--- config.mk ---
export PLATFORM = sky130hd
export DESIGN_NAME = motor_sequencer
export DESIGN_NICKNAME = d
export VERILOG_FILES = /design/src/rtl/motor_pkg.sv /design/src/rtl/sync2.sv /design/src/rtl/motor_sequencer.sv
export SDC_FILE = /design/constraint.sdc
export NUM_CORES = 1
export LEC_CHECK = 0
export ABC_AREA = 1
export CAP_MARGIN = 25
export CELL_PAD_IN_SITES_DETAIL_PLACEMENT = 1
export CELL_PAD_IN_SITES_GLOBAL_PLACEMENT = 1
export CORE_ASPECT_RATIO = 1.1
export CORE_UTILIZATION = 38
export DETAILED_ROUTE_END_ITERATION = 8
export PLACE_DENSITY_LB_ADDON = 0.12
export REMOVE_ABC_BUFFERS = 1
export SLEW_MARGIN = 20
export SYNTH_ARGS = -nofsm -noshare
export SYNTH_HDL_FRONTEND = slang
export SYNTH_SLANG_ARGS = --single-unit
--- constraint.sdc ---
create_clock -name clk -period 2.3 [get_ports clk]
set_input_delay 0.575 -clock clk [delete_from_list [all_inputs] [get_ports clk]]
set_output_delay 0.575 -clock clk [all_outputs]
set_load 0.02 [all_outputs]
--- src/rtl/motor_pkg.sv ---
// Shared types and constants for the line-following motor sequencer.
package motor_pkg;

    localparam int DEFAULT_PERIOD       = 2_000_000;
    localparam int DEFAULT_LOST_PERIODS = 25;
    localparam int COUNT_W              = 21;

    typedef enum logic [2:0] {
        STOP = 3'd0,
        FWD  = 3'd1,
        GL   = 3'd2,
        SL   = 3'd3,
        GR   = 3'd4,
        SR   = 3'd5
    } drive_state_t;

    // Sensor patterns, bit order {left, mid, right}.
    localparam logic [2:0] SNS_NONE      = 3'b000;
    localparam logic [2:0] SNS_RIGHT     = 3'b001;
    localparam logic [2:0] SNS_CENTER    = 3'b010;
    localparam logic [2:0] SNS_MID_RIGHT = 3'b011;
    localparam logic [2:0] SNS_LEFT      = 3'b100;
    localparam logic [2:0] SNS_SPLIT     = 3'b101;
    localparam logic [2:0] SNS_LEFT_MID  = 3'b110;
    localparam logic [2:0] SNS_ALL       = 3'b111;

    // Command word is {left_direction, left_brake, right_direction, right_brake}.
    function automatic logic [3:0] cmd_for(input drive_state_t s);
        logic [3:0] c;
        c = 4'b0101;
        case (s)
            STOP:    c = 4'b0101;
            FWD:     c = 4'b1000;
            GL:      c = 4'b0100;
            SL:      c = 4'b0000;
            GR:      c = 4'b1001;
            SR:      c = 4'b1010;
            default: c = 4'b0101;
        endcase
        return c;
    endfunction

endpackage

--- src/rtl/sync2.sv ---
// Two-flop synchronizer for a bundle of slow asynchronous level inputs.
module sync2 #(
    parameter int WIDTH = 1
) (
    input  logic             clk_i,
    input  logic             rst_ni,
    input  logic [WIDTH-1:0] d_i,
    output logic [WIDTH-1:0] q_o
);

    logic [WIDTH-1:0] meta_q;
    logic [WIDTH-1:0] sync_q;

    always_ff @(posedge clk_i or negedge rst_ni) begin
        if (!rst_ni) begin
            meta_q <= '0;
            sync_q <= '0;
        end else begin
            meta_q <= d_i;
            sync_q <= meta_q;
        end
    end

    assign q_o = sync_q;

endmodule

--- src/rtl/motor_sequencer.sv ---
// Frame-based drive sequencer: steers two servo motors from three line sensors,
// changing commands only at servo frame boundaries.
module motor_sequencer
    import motor_pkg::*;
#(
    parameter int PERIOD       = DEFAULT_PERIOD,
    parameter int LOST_PERIODS = DEFAULT_LOST_PERIODS
) (
    input  logic                clk,
    input  logic                reset_n,
    input  logic                run,
    input  logic [2:0]          sensor,
    output logic [COUNT_W-1:0]  count_out,
    output logic                motor_reset,
    output logic                left_direction,
    output logic                left_brake,
    output logic                right_direction,
    output logic                right_brake,
    output logic [2:0]          state_dbg
);

    localparam int LOST_W = $clog2(LOST_PERIODS + 1);
    localparam logic [COUNT_W-1:0] LAST_COUNT = COUNT_W'(PERIOD - 1);
    localparam logic [LOST_W-1:0]  LOST_MAX   = LOST_W'(LOST_PERIODS);
    localparam logic [LOST_W-1:0]  LOST_LIMIT = LOST_W'(LOST_PERIODS - 1);

    logic [3:0]         sync_out;
    logic               run_s;
    logic [2:0]         sensor_s;

    logic [COUNT_W-1:0] count_q, count_d;
    logic               motor_reset_q;
    logic               frame_end;
    drive_state_t       state_q, state_d;
    logic [LOST_W-1:0]  lost_q, lost_d;
    logic [3:0]         cmd_q;

    sync2 #(.WIDTH(4)) u_sync (
        .clk_i  (clk),
        .rst_ni (reset_n),
        .d_i    ({run, sensor}),
        .q_o    (sync_out)
    );

    assign run_s    = sync_out[3];
    assign sensor_s = sync_out[2:0];

    assign frame_end = (count_q == LAST_COUNT);

    always_comb begin
        count_d = frame_end ? '0 : count_q + 1'b1;
    end

    // Next-state decode; only consumed on the frame_end edge.
    always_comb begin
        state_d = state_q;
        lost_d  = '0;
        if (!run_s) begin
            state_d = STOP;
        end else begin
            case (sensor_s)
                SNS_CENTER, SNS_ALL: state_d = FWD;
                SNS_LEFT_MID:        state_d = GL;
                SNS_LEFT:            state_d = SL;
                SNS_MID_RIGHT:       state_d = GR;
                SNS_RIGHT:           state_d = SR;
                SNS_SPLIT:           state_d = state_q;
                SNS_NONE: begin
                    if (lost_q >= LOST_LIMIT) begin
                        lost_d  = LOST_MAX;
                        state_d = STOP;
                    end else begin
                        lost_d  = lost_q + 1'b1;
                    end
                end
                default:             state_d = state_q;
            endcase
        end
    end

    // motor_reset is registered from count_d so it tracks count_q == PERIOD-1,
    // and its reset value of 1 covers the first cycle after reset release.
    always_ff @(posedge clk or negedge reset_n) begin
        if (!reset_n) begin
            count_q       <= '0;
            motor_reset_q <= 1'b1;
            state_q       <= STOP;
            lost_q        <= '0;
            cmd_q         <= cmd_for(STOP);
        end else begin
            count_q       <= count_d;
            motor_reset_q <= (count_d == LAST_COUNT);
            if (frame_end) begin
                state_q <= state_d;
                lost_q  <= lost_d;
                cmd_q   <= cmd_for(state_d);
            end
        end
    end

    assign count_out       = count_q;
    assign motor_reset     = motor_reset_q;
    assign left_direction  = cmd_q[3];
    assign left_brake      = cmd_q[2];
    assign right_direction = cmd_q[1];
    assign right_brake     = cmd_q[0];
    assign state_dbg       = state_q;

endmodule

==> run summary <==
total CTS buffers -> 5
largest cells by area after synthesis -> dfrtp_1, nand2_1, inv_1, nor2_1, nand3_1
PwrDens -> 464.0 mW/mm2
Ant. Diodes -> 0
final hold vios -> 0
Root Driver -> clkbuf_8
vias in the first global route -> 2231
Non-Filler Instances -> 433
drc violations -> 0
Critical path origin -> count_out[0]$_DFF_PN0_
Post-Syn Area per Cell -> 7.212 um2
worst path required time -> 2.55 ns
Layout fillers -> 765
Max-Cap Viols -> 0
Worst VDD drop -> 0.2784 mV
Ys Warns -> 0
clk sink count -> 42
via count -> 2147
pin count of the biggest net entering global routing -> 43
Slew HR -> 63.89%
site row count -> 29
Synth top cells by count -> nand2_1, inv_1, nor2_1
Placeable Area -> 0.005769 mm2
H-tree Lvls -> 2
startpoint types -> flop
Area Overhead vs Synth -> 23.04%
top cell type's share of synthesized area -> 43.09%
Mapped Area -> 0.002265 mm2
ys async rst share -> 100.0%
fin. max-slew vios -> 0
GPL Wtd Cong -> 0.8450
I/O pin count -> 35
WP data arrival -> 2.28 ns
worst skew pair latency -> 0.30 ns
critical-path maximum fanout -> 16
clock slew at reported path FFs -> 0.09 ns
critical path's largest stage delay -> 0.46 ns
Slew @ Worst Pin -> 0.5416 ns
Final Cycle Share -> 88.54%
fin nets -> 364
WS Path Type -> flop to flop
CTS tree -> done
CTS Buffer Depth -> 2
min cycle time layout -> 2.036 ns
RSZ-0062 raised after global routing -> no
port bufs -> 34
most common cell in the netlist -> nand2_1
worst flop-to-flop path startpoint -> count_out[0]$_DFF_PN0_
WL final -> 6.268 mm
routed length per instance -> 14.48 um
remaining antenna violation count -> 0
DRC marker count from the first detailed-route iteration -> 93
Leak Pwr -> 1.368 nW
Synth Flop Type -> dfrtp_1
cell taking the most area after synthesis -> dfrtp_1
setup TNS -> 0 ns
Mapped Cells -> 314
sequential-to-total area share from yosys stat -> 46.57%
setup violators final -> 0
clock skew -> 0.005963 ns
Initial Utilization -> 39.25%
DIE HEIGHT -> 82.97 um
dpl hpwl -> 4.926 mm
Tot Pwr -> 1.293 mW
outcome -> finished, final reports clean
fraction of layout instances using a drive strength above 1 -> 7.022%
first-pass GRT wire length -> 10.63 mm
die area -> 0.006273 mm2
GRT Total Usage -> 22.60%
DP Cell Count -> 425
CTS Hold Buffers Added -> 0
Slowest cell on crit path -> dfrtp_2
number of flops mapped to enable cells by yosys -> 0
initial antenna violation count -> 0
via density per instance -> 4.958
Die Width -> 75.61 um
CP endpoint kind -> flop
HP Class -> input port to async pin
synthesis-stage register bit count -> 42
final core utilization -> 48.30%
Distinct cells, synth -> 25
overflow left after global routing -> 0
crit-path cells -> ha_1 > nand2_1 > inv_1 > nand2_1 > nor2_1 > nand3_1 > buf_4 > nand3_1 > nor2_1 > nand3_1 > nor2_1
DR pass1 iterations -> 4
Max Fclk -> 491.1 MHz
-- through the flow --
step	area, um2	hold slack [ns]	setup WS (ns)
global placement	2695	0.3329	0.3625
CTS	2785	0.3545	0.2026
detailed placement	2695	0.3356	0.2388
floorplan	2248	0.2794	0.3273
finish	2786	0.3328	0.2636
global route	2786	0.3679	0.01913
-- routing by layer --
metal	global-route usage (%)	wire, um	vias up
met5	0	0	-
met1	31.22	2966	1034
met2	35.31	3002	47
li1	-	-	1062
met4	7.744	75	0
met3	3.883	223	4
-- cell type report --
| cell class | instances | area, um2 | share of cell area (%) |
|---|---|---|---|
| Clock buffer | 5 | 68.82 | 2.470 |
| Timing Repair Buffer | 36 | 350.3 | 12.57 |
| Inverter | 50 | 187.7 | 6.736 |
| Tap cell | 77 | 96.34 | 3.458 |
| Multi-Input combinational cell | 220 | 1006 | 36.10 |
| Clock inverter | 3 | 21.27 | 0.7634 |
| Sequential cell | 42 | 1056 | 37.90 |
-- power breakdown --
group | total (mW) | internal, mW | switching [mW]
logic | 0.0412 | 0.0130 | 0.0282
clock network | 0.503 | 0.214 | 0.289
registers | 0.749 | 0.745 | 0.00360
-- timing repair --
action	in CTS	in global routing
resized for setup	0	1
setup endpoints to repair	0	3
setup buffers	0	0
-- sequential cells by signal, indices dropped and copies added, names as in the netlist --
register,cells
cmd_q,4
u_sync.q_o,4
lost_q,5
count_out,21
state_dbg,3
u_sync.meta_q,4
motor_reset,1
-- logic make-up (layout without fill, tap and decap cells) --
logic type / Yosys count / in the layout / synth area share (%)
AO/OA/AOI/OAI: 22 / 22 / 5.580
XOR/XNOR: 3 / 3 / 1.160
adder cells (fa/ha/maj): 3 / 3 / 1.658
buffers and inverters: 52 / 94 / 9.005
AND/OR/NAND/NOR: 192 / 192 / 36.02
flip-flops: 42 / 42 / 46.57
-- cells in the final DEF (no fill, tap or decap), drive strengths merged --
cell           synthesis  routed
nor3                   4       4
clkinv                 0       2
xnor2                  3       3
nand2                 95      95
o21bai                 3       3
a31oi                  1       1
a2bb2oi                1       1
clkdlybuf4s50          0      33
nand4                  9       9
a21oi                  4       4
clkinvlp               0       1
and3                   1       1
clkbuf                 0       5
nand3                 30      30
dfrtp                 39      39
ha                     3       3
dfstp                  3       3
o21ai                 12      12
inv                   50      50
buf                    2       3
a41oi                  1       1
nor2                  53      53
-- final timing paths --
kind                                                end  cells past startpoint  slack [ns]
min in group clk                u_sync.q_o[1]$_DFF_PN0_                      0        0.35
worst min register to register  u_sync.q_o[1]$_DFF_PN0_                      0        0.35
worst min-delay path            count_out[16]$_DFF_PN0_                      2        0.33
worst max register to register    motor_reset$_DFF_PN1_                     11        0.26
worst max-delay path              motor_reset$_DFF_PN1_                     11        0.26
max in group asynchronous        count_out[0]$_DFF_PN0_                      2        1.56
-- critical path: cells and delay by family (launching register included) --
kind | cells | cell delay (ns)
adders and majority gates | 1 | 0.27
DFF | 1 | 0.46
buffers and inverters | 2 | 0.32
and+or+nand+nor | 8 | 0.94
No activity file was read; power rests on OpenSTA's default activity.
